**config.mk**
```make
export PLATFORM = sky130hd
export DESIGN_NAME = riscv_core_instrealign_flat
export DESIGN_NICKNAME = d
export VERILOG_FILES = /design/src/rtl/riscv_core_pkg.sv /design/src/rtl/riscv_core_instrealign_if.sv /design/src/rtl/riscv_core_instrealign_hwq.sv /design/src/rtl/riscv_core_instrealign.sv /design/src/flat_wrapper.sv
export SDC_FILE = /design/constraint.sdc
export NUM_CORES = 1
export LEC_CHECK = 0
export ABC_AREA = 0
export CAP_MARGIN = 20
export CORE_MARGIN = 4
export CORE_UTILIZATION = 35
export CTS_CLUSTER_SIZE = 16
export DETAILED_ROUTE_END_ITERATION = 12
export PLACE_DENSITY_LB_ADDON = 0.15
export SLEW_MARGIN = 25
export SYNTH_ARGS = -nofsm -noshare
export SYNTH_HDL_FRONTEND = slang
export SYNTH_SLANG_ARGS = --single-unit
```
**constraint.sdc**
```tcl
create_clock -name i_instrealign_clk -period 3.4 [get_ports i_instrealign_clk]
set_clock_uncertainty 0.1 [all_clocks]
set_input_delay 0.51 -clock i_instrealign_clk [delete_from_list [all_inputs] [get_ports i_instrealign_clk]]
set_output_delay 0.51 -clock i_instrealign_clk [all_outputs]
set_load 0.02 [all_outputs]
```
**src/rtl/riscv_core_pkg.sv**
```systemverilog
// Shared core definitions: PC width, halfword type, RVC detection and
// the halfword-count encoding used between the realigner and its queue.
package riscv_core_pkg;

  localparam int XLEN = 64;

  typedef logic [15:0] hw_t;

  localparam hw_t RVC_NOP = 16'h0001;

  typedef enum logic [1:0] {
    HW_NONE = 2'd0,
    HW_ONE  = 2'd1,
    HW_TWO  = 2'd2
  } hwcnt_e;

  // Any halfword whose low two bits are not 2'b11 starts a 16-bit instruction
  function automatic logic is_rvc(input hw_t hw);
    return (hw[1:0] != 2'b11);
  endfunction

endpackage

```
**src/rtl/riscv_core_instrealign_if.sv**
```systemverilog
// Fetch-side and decode-side handshakes of the instruction realigner.
// The slave modport is the realigner; the master modport is its environment.
interface riscv_core_instrealign_if #(
  parameter int XLEN = riscv_core_pkg::XLEN
);

  logic            i_instrealign_fvalid;
  logic            o_instrealign_fready;
  logic [31:0]     i_instrealign_fword;
  logic            o_instrealign_valid;
  logic            i_instrealign_ready;
  logic [31:0]     o_instrealign_instr;
  logic [XLEN-1:0] o_instrealign_pc;
  logic            o_instrealign_compressed;

  modport slave (
    input  i_instrealign_fvalid,
    input  i_instrealign_fword,
    input  i_instrealign_ready,
    output o_instrealign_fready,
    output o_instrealign_valid,
    output o_instrealign_instr,
    output o_instrealign_pc,
    output o_instrealign_compressed
  );

  modport master (
    output i_instrealign_fvalid,
    output i_instrealign_fword,
    output i_instrealign_ready,
    input  o_instrealign_fready,
    input  o_instrealign_valid,
    input  o_instrealign_instr,
    input  o_instrealign_pc,
    input  o_instrealign_compressed
  );

endinterface

```
**src/rtl/riscv_core_instrealign_hwq.sv**
```systemverilog
// Circular halfword queue: up to two halfwords pushed and up to two popped
// per cycle, with a flush that empties it. Head and next-to-head are exposed.
module riscv_core_instrealign_hwq
  import riscv_core_pkg::*;
#(
  parameter  int BUF_HW = 4,
  localparam int PW     = $clog2(BUF_HW),
  localparam int CW     = $clog2(BUF_HW + 1)
) (
  input  logic          i_clk,
  input  logic          i_rstn,
  input  logic          i_flush,
  input  hwcnt_e        i_pushN,
  input  hw_t           i_pushHw0,
  input  hw_t           i_pushHw1,
  input  hwcnt_e        i_popN,
  output logic [CW-1:0] o_count,
  output hw_t           o_head0,
  output hw_t           o_head1
);

  hw_t           r_mem [BUF_HW];
  logic [PW-1:0] r_rd;
  logic [PW-1:0] r_wr;
  logic [CW-1:0] r_count;

  // Pointers advance modulo the depth, which need not be a power of two
  function automatic logic [PW-1:0] ptrAdd(input logic [PW-1:0] p, input int k);
    int s;
    s = int'(p) + k;
    if (s >= BUF_HW) s = s - BUF_HW;
    return PW'(s);
  endfunction

  // Storage, pointers and occupancy; flush empties the queue ahead of any push or pop
  always_ff @(posedge i_clk or negedge i_rstn) begin
    if (!i_rstn) begin
      r_rd    <= '0;
      r_wr    <= '0;
      r_count <= '0;
      for (int i = 0; i < BUF_HW; i++) r_mem[i] <= RVC_NOP;
    end else if (i_flush) begin
      r_rd    <= '0;
      r_wr    <= '0;
      r_count <= '0;
    end else begin
      if (i_pushN != HW_NONE) r_mem[r_wr] <= i_pushHw0;
      if (i_pushN == HW_TWO)  r_mem[ptrAdd(r_wr, 1)] <= i_pushHw1;
      r_wr    <= ptrAdd(r_wr, int'(i_pushN));
      r_rd    <= ptrAdd(r_rd, int'(i_popN));
      r_count <= r_count + CW'(i_pushN) - CW'(i_popN);
    end
  end

  assign o_count = r_count;
  assign o_head0 = r_mem[r_rd];
  assign o_head1 = r_mem[ptrAdd(r_rd, 1)];

endmodule

```
**src/rtl/riscv_core_instrealign.sv**
```systemverilog
// Instruction realigner between fetch and decode: turns aligned 32-bit fetch
// words into one whole 16- or 32-bit instruction per handshake, tracking the PC.
module riscv_core_instrealign #(
  parameter int              XLEN     = riscv_core_pkg::XLEN,
  parameter int              BUF_HW   = 4,
  parameter logic [XLEN-1:0] RESET_PC = '0
) (
  input logic                      i_instrealign_clk,
  input logic                      i_instrealign_rstn,
  input logic                      i_instrealign_flush,
  input logic [XLEN-1:0]           i_instrealign_flushpc,
  riscv_core_instrealign_if.slave  io_instrealign
);

  import riscv_core_pkg::*;

  localparam int CW = $clog2(BUF_HW + 1);

  logic [CW-1:0]   w_count;
  hw_t             w_head0;
  hw_t             w_head1;
  hw_t             w_pushHw0;
  hwcnt_e          w_pushN;
  hwcnt_e          w_popN;
  logic            w_comp;
  logic            w_valid;
  logic            w_fready;
  logic            w_accept;
  logic            w_fire;
  logic [XLEN-1:0] r_pc;
  logic            r_dropLo;

  riscv_core_instrealign_hwq #(
    .BUF_HW (BUF_HW)
  ) u_hwq (
    .i_clk     (i_instrealign_clk),
    .i_rstn    (i_instrealign_rstn),
    .i_flush   (i_instrealign_flush),
    .i_pushN   (w_pushN),
    .i_pushHw0 (w_pushHw0),
    .i_pushHw1 (io_instrealign.i_instrealign_fword[31:16]),
    .i_popN    (w_popN),
    .o_count   (w_count),
    .o_head0   (w_head0),
    .o_head1   (w_head1)
  );

  // Head decode uses only queue state, so no input reaches an output combinationally
  assign w_comp   = is_rvc(w_head0);
  assign w_valid  = ((w_count != '0) && w_comp) || (w_count >= CW'(2));
  assign w_fready = (w_count <= CW'(BUF_HW - 2));

  assign w_accept  = io_instrealign.i_instrealign_fvalid && w_fready && !i_instrealign_flush;
  assign w_fire    = w_valid && io_instrealign.i_instrealign_ready && !i_instrealign_flush;
  assign w_pushHw0 = r_dropLo ? io_instrealign.i_instrealign_fword[31:16]
                              : io_instrealign.i_instrealign_fword[15:0];
  assign w_pushN   = !w_accept ? HW_NONE : (r_dropLo ? HW_ONE : HW_TWO);
  assign w_popN    = !w_fire   ? HW_NONE : (w_comp   ? HW_ONE : HW_TWO);

  // Head PC follows consumed instructions; a redirect reloads it and arms the odd-halfword drop
  always_ff @(posedge i_instrealign_clk or negedge i_instrealign_rstn) begin
    if (!i_instrealign_rstn) begin
      r_pc     <= RESET_PC;
      r_dropLo <= 1'b0;
    end else if (i_instrealign_flush) begin
      r_pc     <= i_instrealign_flushpc;
      r_dropLo <= i_instrealign_flushpc[1];
    end else begin
      if (w_fire)   r_pc     <= r_pc + (w_comp ? XLEN'(2) : XLEN'(4));
      if (w_accept) r_dropLo <= 1'b0;
    end
  end

  assign io_instrealign.o_instrealign_fready     = w_fready;
  assign io_instrealign.o_instrealign_valid      = w_valid;
  assign io_instrealign.o_instrealign_pc         = r_pc;
  assign io_instrealign.o_instrealign_compressed = (w_count != '0) && w_comp;
  assign io_instrealign.o_instrealign_instr      = (w_count == '0) ? 32'h0 :
                                                   (w_comp ? {16'h0, w_head0} : {w_head1, w_head0});

endmodule

```
**src/flat_wrapper.sv**
```systemverilog
// flat-port wrapper written by rule: the top's interface ports become plain ports
module riscv_core_instrealign_flat import riscv_core_pkg::*;
#(
  parameter int              XLEN     = riscv_core_pkg::XLEN,
  parameter int              BUF_HW   = 4,
  parameter logic [XLEN-1:0] RESET_PC = '0
)
  (i_instrealign_clk, i_instrealign_rstn, i_instrealign_flush, i_instrealign_flushpc, io_instrealign_i_instrealign_fvalid, io_instrealign_i_instrealign_fword, io_instrealign_i_instrealign_ready, io_instrealign_o_instrealign_fready, io_instrealign_o_instrealign_valid, io_instrealign_o_instrealign_instr, io_instrealign_o_instrealign_pc, io_instrealign_o_instrealign_compressed);
  riscv_core_instrealign_if #(.XLEN(XLEN)) io_instrealign_i ();
  input logic i_instrealign_clk;
  input logic i_instrealign_rstn;
  input logic i_instrealign_flush;
  input logic [XLEN-1:0] i_instrealign_flushpc;
  input wire logic [$bits(io_instrealign_i.i_instrealign_fvalid)-1:0] io_instrealign_i_instrealign_fvalid;
  input wire logic [$bits(io_instrealign_i.i_instrealign_fword)-1:0] io_instrealign_i_instrealign_fword;
  input wire logic [$bits(io_instrealign_i.i_instrealign_ready)-1:0] io_instrealign_i_instrealign_ready;
  output wire logic [$bits(io_instrealign_i.o_instrealign_fready)-1:0] io_instrealign_o_instrealign_fready;
  output wire logic [$bits(io_instrealign_i.o_instrealign_valid)-1:0] io_instrealign_o_instrealign_valid;
  output wire logic [$bits(io_instrealign_i.o_instrealign_instr)-1:0] io_instrealign_o_instrealign_instr;
  output wire logic [$bits(io_instrealign_i.o_instrealign_pc)-1:0] io_instrealign_o_instrealign_pc;
  output wire logic [$bits(io_instrealign_i.o_instrealign_compressed)-1:0] io_instrealign_o_instrealign_compressed;
  assign io_instrealign_i.i_instrealign_fvalid = io_instrealign_i_instrealign_fvalid;
  assign io_instrealign_i.i_instrealign_fword = io_instrealign_i_instrealign_fword;
  assign io_instrealign_i.i_instrealign_ready = io_instrealign_i_instrealign_ready;
  assign io_instrealign_o_instrealign_fready = io_instrealign_i.o_instrealign_fready;
  assign io_instrealign_o_instrealign_valid = io_instrealign_i.o_instrealign_valid;
  assign io_instrealign_o_instrealign_instr = io_instrealign_i.o_instrealign_instr;
  assign io_instrealign_o_instrealign_pc = io_instrealign_i.o_instrealign_pc;
  assign io_instrealign_o_instrealign_compressed = io_instrealign_i.o_instrealign_compressed;
  riscv_core_instrealign #(.XLEN(XLEN), .BUF_HW(BUF_HW), .RESET_PC(RESET_PC)) u_core (.i_instrealign_clk(i_instrealign_clk), .i_instrealign_rstn(i_instrealign_rstn), .i_instrealign_flush(i_instrealign_flush), .i_instrealign_flushpc(i_instrealign_flushpc), .io_instrealign(io_instrealign_i));
endmodule
```
# Word level (Yosys, flattened, before mapping)
# Cells that the tools add are included.
# classes
n_mux	36
n_reduce_logical	14
order_cmp	12
add_sub_neg	11
n_eq_ne	2
bitwise_logic	4
# ops
operator	count
64-bit two-way mux	5
64-bit bitwise mux	2
16-bit two-way mux	7
64-bit adder	1
16-bit binary-select mux with 2-bit select	2
16-bit demux with 2-bit select	2
32-bit two-way mux	2
3-bit >= comparator, second input constant	8
2-bit two-way mux	12
2-bit NOT with 3-bit output	4
2-bit by 1-bit subtractor with 2-bit output, second input constant	4
1-bit logical AND	7
2-bit by 1-bit adder with 3-bit output, second input constant	2
2-bit by 2-bit adder with 3-bit output	2
3-bit by 1-bit < comparator with 1-bit output, second input constant	2
3-bit two-way mux	2
2-bit nonzero test	3
3-bit by 2-bit adder with 3-bit output	1
3-bit by 2-bit >= comparator with 1-bit output, second input constant	1
3-bit by 2-bit less-or-equal comparator with 1-bit output, second input constant	1
3-bit zero test	1
3-bit nonzero test	1
3-bit by 2-bit subtractor with 3-bit output	1
2-bit equality test, second input constant	1
4 further kinds	5
# word_totals
in_bits	101
ff_bits	136
output_inout_bits	99
word_cells	88

# Longest topological paths before layout
# depth
depth_word	14
ltp_mapped	16
ltp_nobuf	12

# Cells and area by module
# Synthesis repeated with hierarchy kept, for this count alone.
# hier_totals
cells_unflattened	874
area_unflattened_um2	8454.4
# by_module_without_submodules
mod	area_each_um2	cells_each	n_inst	seq_area_each_um2
riscv_core_instrealign	4530.6	538	1	1626.6
riscv_core_instrealign_hwq	3923.8	336	1	1781.7

# Worst setup path before layout
# Ideal clock, no wire load.
# synth_path
kind	register -> register
start	reg u_core.u_hwq.r_rd[1]
end	reg u_core.r_pc[63], in the netlist u_core.io_instrealign.o_instrealign_pc[63]
t_arrival_ns	3.562
path_stages_with_launch	15
path_buffers	3
setup_time_ns	0.082
slack_ns	-0.344
t_required_ns	3.218
synth_period_minus_slack_ns	3.744
cell_sequence	dfrtp_1 buf_2 mux4_2 and2_1 clkbuf_1 inv_1 ha_1 inv_1 fa_1 nand4b_1 a21oi_1 buf_2 o2111ai_1 or4b_2 a31oi_1
# synth_between
elab_chain_cells	10
elab_cells_between_ends	14
cone_classes	add/sub (1); eq/ne (1); mux (6); bitwise (1); reduce/logical (5)
# synth_lines
item	line	text
from (decl)	riscv_core_instrealign_hwq.sv:23	logic [PW-1:0] r_rd;
from (signal assigned)	riscv_core_instrealign_hwq.sv:50	r_rd <= ptrAdd(r_rd, int'(i_popN));
2-bit NOT with 3-bit output (implied by the code) *	riscv_core_instrealign_hwq.sv:56	assign o_head0 = r_mem[r_rd];
16-bit binary-select mux with 2-bit select *	riscv_core_instrealign_hwq.sv:56	
16-bit two-way mux (implied by the code) * (2 in a row)	riscv_core_instrealign_hwq.sv:56	
2-bit != test *	riscv_core_pkg.sv:19	return (hw[1:0] != 2'b11);
parallel branches: the longest is 5 deep, another holds 64-bit adder	-	
to (signal assigned)	riscv_core_instrealign.sv:66	r_pc <= i_instrealign_flushpc;
to (signal assigned)	riscv_core_instrealign.sv:69	if (w_fire) r_pc <= r_pc + (w_comp ? XLEN'(2) : XLEN'(4));
to (decl)	riscv_core_instrealign.sv:30	logic [XLEN-1:0] r_pc;
# Every way passes the cells marked *. The select of a mux whose other input is x is not followed.
# A chain may end at the register's enable or synchronous reset.

# Worst setup path in the final report
# Same ends and word-level chain as after synthesis.

==> run metrics <==
reg2reg path depth 13; fin. max-slew vios 0; drt first pass iters 7; Synth Cell Area around 0.0083 mm^2; Comb pwr share between 40% and 50%; root buf cell clkbuf_16; final WL about 28000 um; biggest area consumer among synthesized cells dfrtp_1; post-synthesis sequential area ratio 41.1%; Int Power about 0.0051 W; synth warn 0; syn avg cell area between 9 and 10 um^2; clock share of power between 20% and 30%; Rel. slew slack 33.0%; clock buffer depth 2; number of diodes 0; Initial Util 35.5%; Detail Placement HPWL 19200 um; Layout Utilization about half; worst vdd ir around 350 uV; DR vias just under 8000; Final Cell Area roughly 0.012 mm^2; highest clock rate approximately 0.29 GHz; DRT iter0 DRCs between 500 and 600; top cells by area, synth dfrtp_1, mux4_2, nor2_1; # rows 56; Final nets between 1000 and 1500; RSZ-0062 raised after global routing yes; CTS sink count around 140; min Tclk post-route 3.42 ns; EDFF count, synth 0; H-tree depth 4; Fillers about 2200; multi-input logic area around 0.0047 mm^2; post-synth top area share 39.8%; register share of total power a little under a third; fraction of registers with async set/reset 100%; syn nets 970; full die area approximately 0.026 mm^2; Lkg Pwr roughly 4.4 nW; FF/Latch Area 0.00341 mm^2; vias in the first global route between 7000 and 8000; global placement routability congestion between 0.8 and 0.9; Area growth, synth to finish 40.1%; sw frac a little over a third; register bit total from synthesis between 100 and 150; overall routing resource usage between 20% and 30%; failing checks setup timing; wire per inst between 20 and 25 um; CP endpoint kind flop; Synth cell types between 50 and 60; CTS tree yes; initial antenna violation count 0; post-synthesis cell count 860; R2R Setup Slk -0.02 ns; # setup viols final 2; Final Worst Setup Slack -0.0193 ns; Final Hold Viols 0; IO Pins 200; Crit Path Class flop to flop; Sw Pwr slightly below 0.003 W; ANT nets after route 0; most used flip-flop cell after synthesis dfrtp_1; crit path launch type flop; CTS clk-pin slew, worst paths 0.06 ns; core area 0.0234 mm^2; worst reg2reg endpoint u_core.io_instrealign.o_instrealign_pc[63]; Hold Crit Class primary input to asynchronous set/reset pin; fraction of layout cells with a size suffix above 1 roughly 17%; Non-Filler Instances ~1400; total congestion overflow 0; DRC violation count after routing 0; Clock Latency Late Sink approximately 0.42 ns; Placement Cell Area ~0.011 mm^2; most common cell in the netlist dfrtp_1; crit-path max FO 5; worst-margin pin slew 1.01 ns; IO Port Bufs roughly 200; first-pass GRT wire length between 40000 and 50000 um; Avg Vias per Cell approximately 5.7; Die Ht between 150 and 200 um; largest net degree at the start of global routing between 90 and 100; Die X roughly 160 um; max cap viols 0; placed insts between 1000 and 1500; power per cell area slightly below 700 mW/mm^2; TritonCTS Buffers 17; WP data arrival roughly 3.7 ns; status finished with violations; top cells by count, synth dfrtp_1, nor2_1, nand2_1, o21ai_0, clkbuf_1; WP data required approximately 3.6 ns; final worst-path cycle share 101%; FF-to-FF Start u_core.u_hwq.r_rd[1]
[logic make-up (layout without fill, tap and decap cells)]
| family | after synthesis | count (layout) | share of synthesized area, % |
|---|---|---|---|
| flops | 136 | 136 | 41.1 |
| compound gates | 214 | 214 | 18.0 |
| buf+inv | 81 | 307 | 3.71 |
| fa+ha+maj | 9 | 9 | 1.63 |
| mux | 58 | 58 | 12.2 |
| simple gates | 338 | 338 | 20.9 |
| xor+xnor | 24 | 24 | 2.53 |
[critical path, cell delays in order (launching register included)]
cell	delay, ns
dfrtp_2	0.40
mux4_2	0.52
and2_4	0.19
inv_4	0.06
ha_4	0.12
inv_2	0.03
fa_2	0.33
nand4b_1	0.22
a21oi_2	0.21
buf_4	0.15
o2111ai_4	0.16
buf_12	0.22
or4b_4	0.49
a31oi_4	0.14
[worst max-delay path by stage]
stage	start	cells past startpoint	end	slack, ns
2_1_floorplan	u_core.u_hwq.r_rd[1]	15	u_core.io_instrealign.o_instrealign_pc[61]	-0.06
3_3_place_gp	u_core.u_hwq.r_rd[1]	12	u_core.io_instrealign.o_instrealign_pc[41]	0.02
3_5_place_dp	u_core.u_hwq.r_rd[1]	12	u_core.io_instrealign.o_instrealign_pc[31]	-0.07
4_1_cts	u_core.u_hwq.r_rd[1]	12	u_core.io_instrealign.o_instrealign_pc[31]	-0.008
5_1_grt	u_core.u_hwq.r_rd[1]	14	u_core.io_instrealign.o_instrealign_pc[23]	-0.17
6_report	u_core.u_hwq.r_rd[1]	13	u_core.io_instrealign.o_instrealign_pc[63]	-0.02
[state kept, by name, summed over array words and instances, names as in the netlist]
register / count
u_core.io_instrealign.o_instrealign_pc: 64
u_core.u_hwq.r_mem: 64
u_core.u_hwq.o_count: 3
u_core.u_hwq.r_rd: 2
u_core.u_hwq.r_wr: 2
u_core.r_dropLo: 1
[power by group through the flow]
stage	combinational [W]	sequential (W)	clock, W
2_1_floorplan	0.00211	0.00248	0
3_3_place_gp	0.00357	0.00252	0
3_5_place_dp	0.00358	0.00253	0
4_1_cts	0.00364	0.00251	0.00187
5_1_grt	0.00394	0.00259	0.00194
6_report	0.00364	0.00253	0.00184
[metrics by stage]
step	hold slack [ns]	setup TNS [ns]	setup WS, ns	total power [W]
4_1_cts	0.0576	-0.00806	-0.00806	0.00803
3_5_place_dp	0.380	-0.182	-0.0679	0.00611
6_report	0.0324	-0.0341	-0.0193	0.00801
5_1_grt	0.0905	-2.00	-0.166	0.00847
3_3_place_gp	0.379	0	0.0193	0.00609
2_1_floorplan	0.114	-0.494	-0.0627	0.00460
[layer usage]
| metal | track usage [%] | vias up | wire (um) |
|---|---|---|---|
| met4 | 7.27 | 0 | 637 |
| met5 | 0 | - | 0 |
| li1 | - | 3670 | - |
| met2 | 33.6 | 309 | 13300 |
| met1 | 30.0 | 3917 | 12800 |
| met3 | 4.16 | 43 | 1690 |
[timing repair]
| action | in CTS | in global routing |
|---|---|---|
| pin swaps | 4 | 5 |
| endpoints found under the hold margin | 0 | 0 |
| setup buffers | 7 | 1 |
| endpoints found under the setup margin | 4 | 31 |
| cloned | 0 | 2 |
| hold buffers | 0 | 0 |
| resized for setup | 1 | 8 |
[layout make-up]
class / instances / area share (%)
multi-input combinational: 643 / 40.3
clock buffer: 20 / 3.84
timing repair buffer: 252 / 21.2
clock inverter: 12 / 1.10
tap: 319 / 3.43
sequential: 136 / 29.3
inverter: 23 / 0.764
[cells in the final DEF, fill, tap and decap left out, types with 3 or more instances in the layout]
cell type and count:
mux4_2 32, clkinv_2 4, ha_1 5, o221a_2 16
clkdlybuf4s50_1 197, nand3_1 16, nor2b_1 36, dfstp_2 4
inv_1 20, clkinvlp_4 4, a31oi_1 37, dfrtp_1 131
nor3_1 11, nand4_1 19, o2111ai_1 11, mux2_2 24
or3_1 9, nand2b_1 22, o22ai_1 16, or2_2 5
o21ai_0 58, buf_6 3, o211ai_1 6, a22oi_1 16
nor4_1 4, nor2_1 93, nand2_1 71, buf_4 46
and4_1 5, a21oi_1 4, and3_1 8, xnor2_1 15
o21ai_1 3, clkbuf_16 19, buf_12 3, o31ai_1 27
or4_1 30, xor2_1 9
Power figures use the tool's default switching activity.
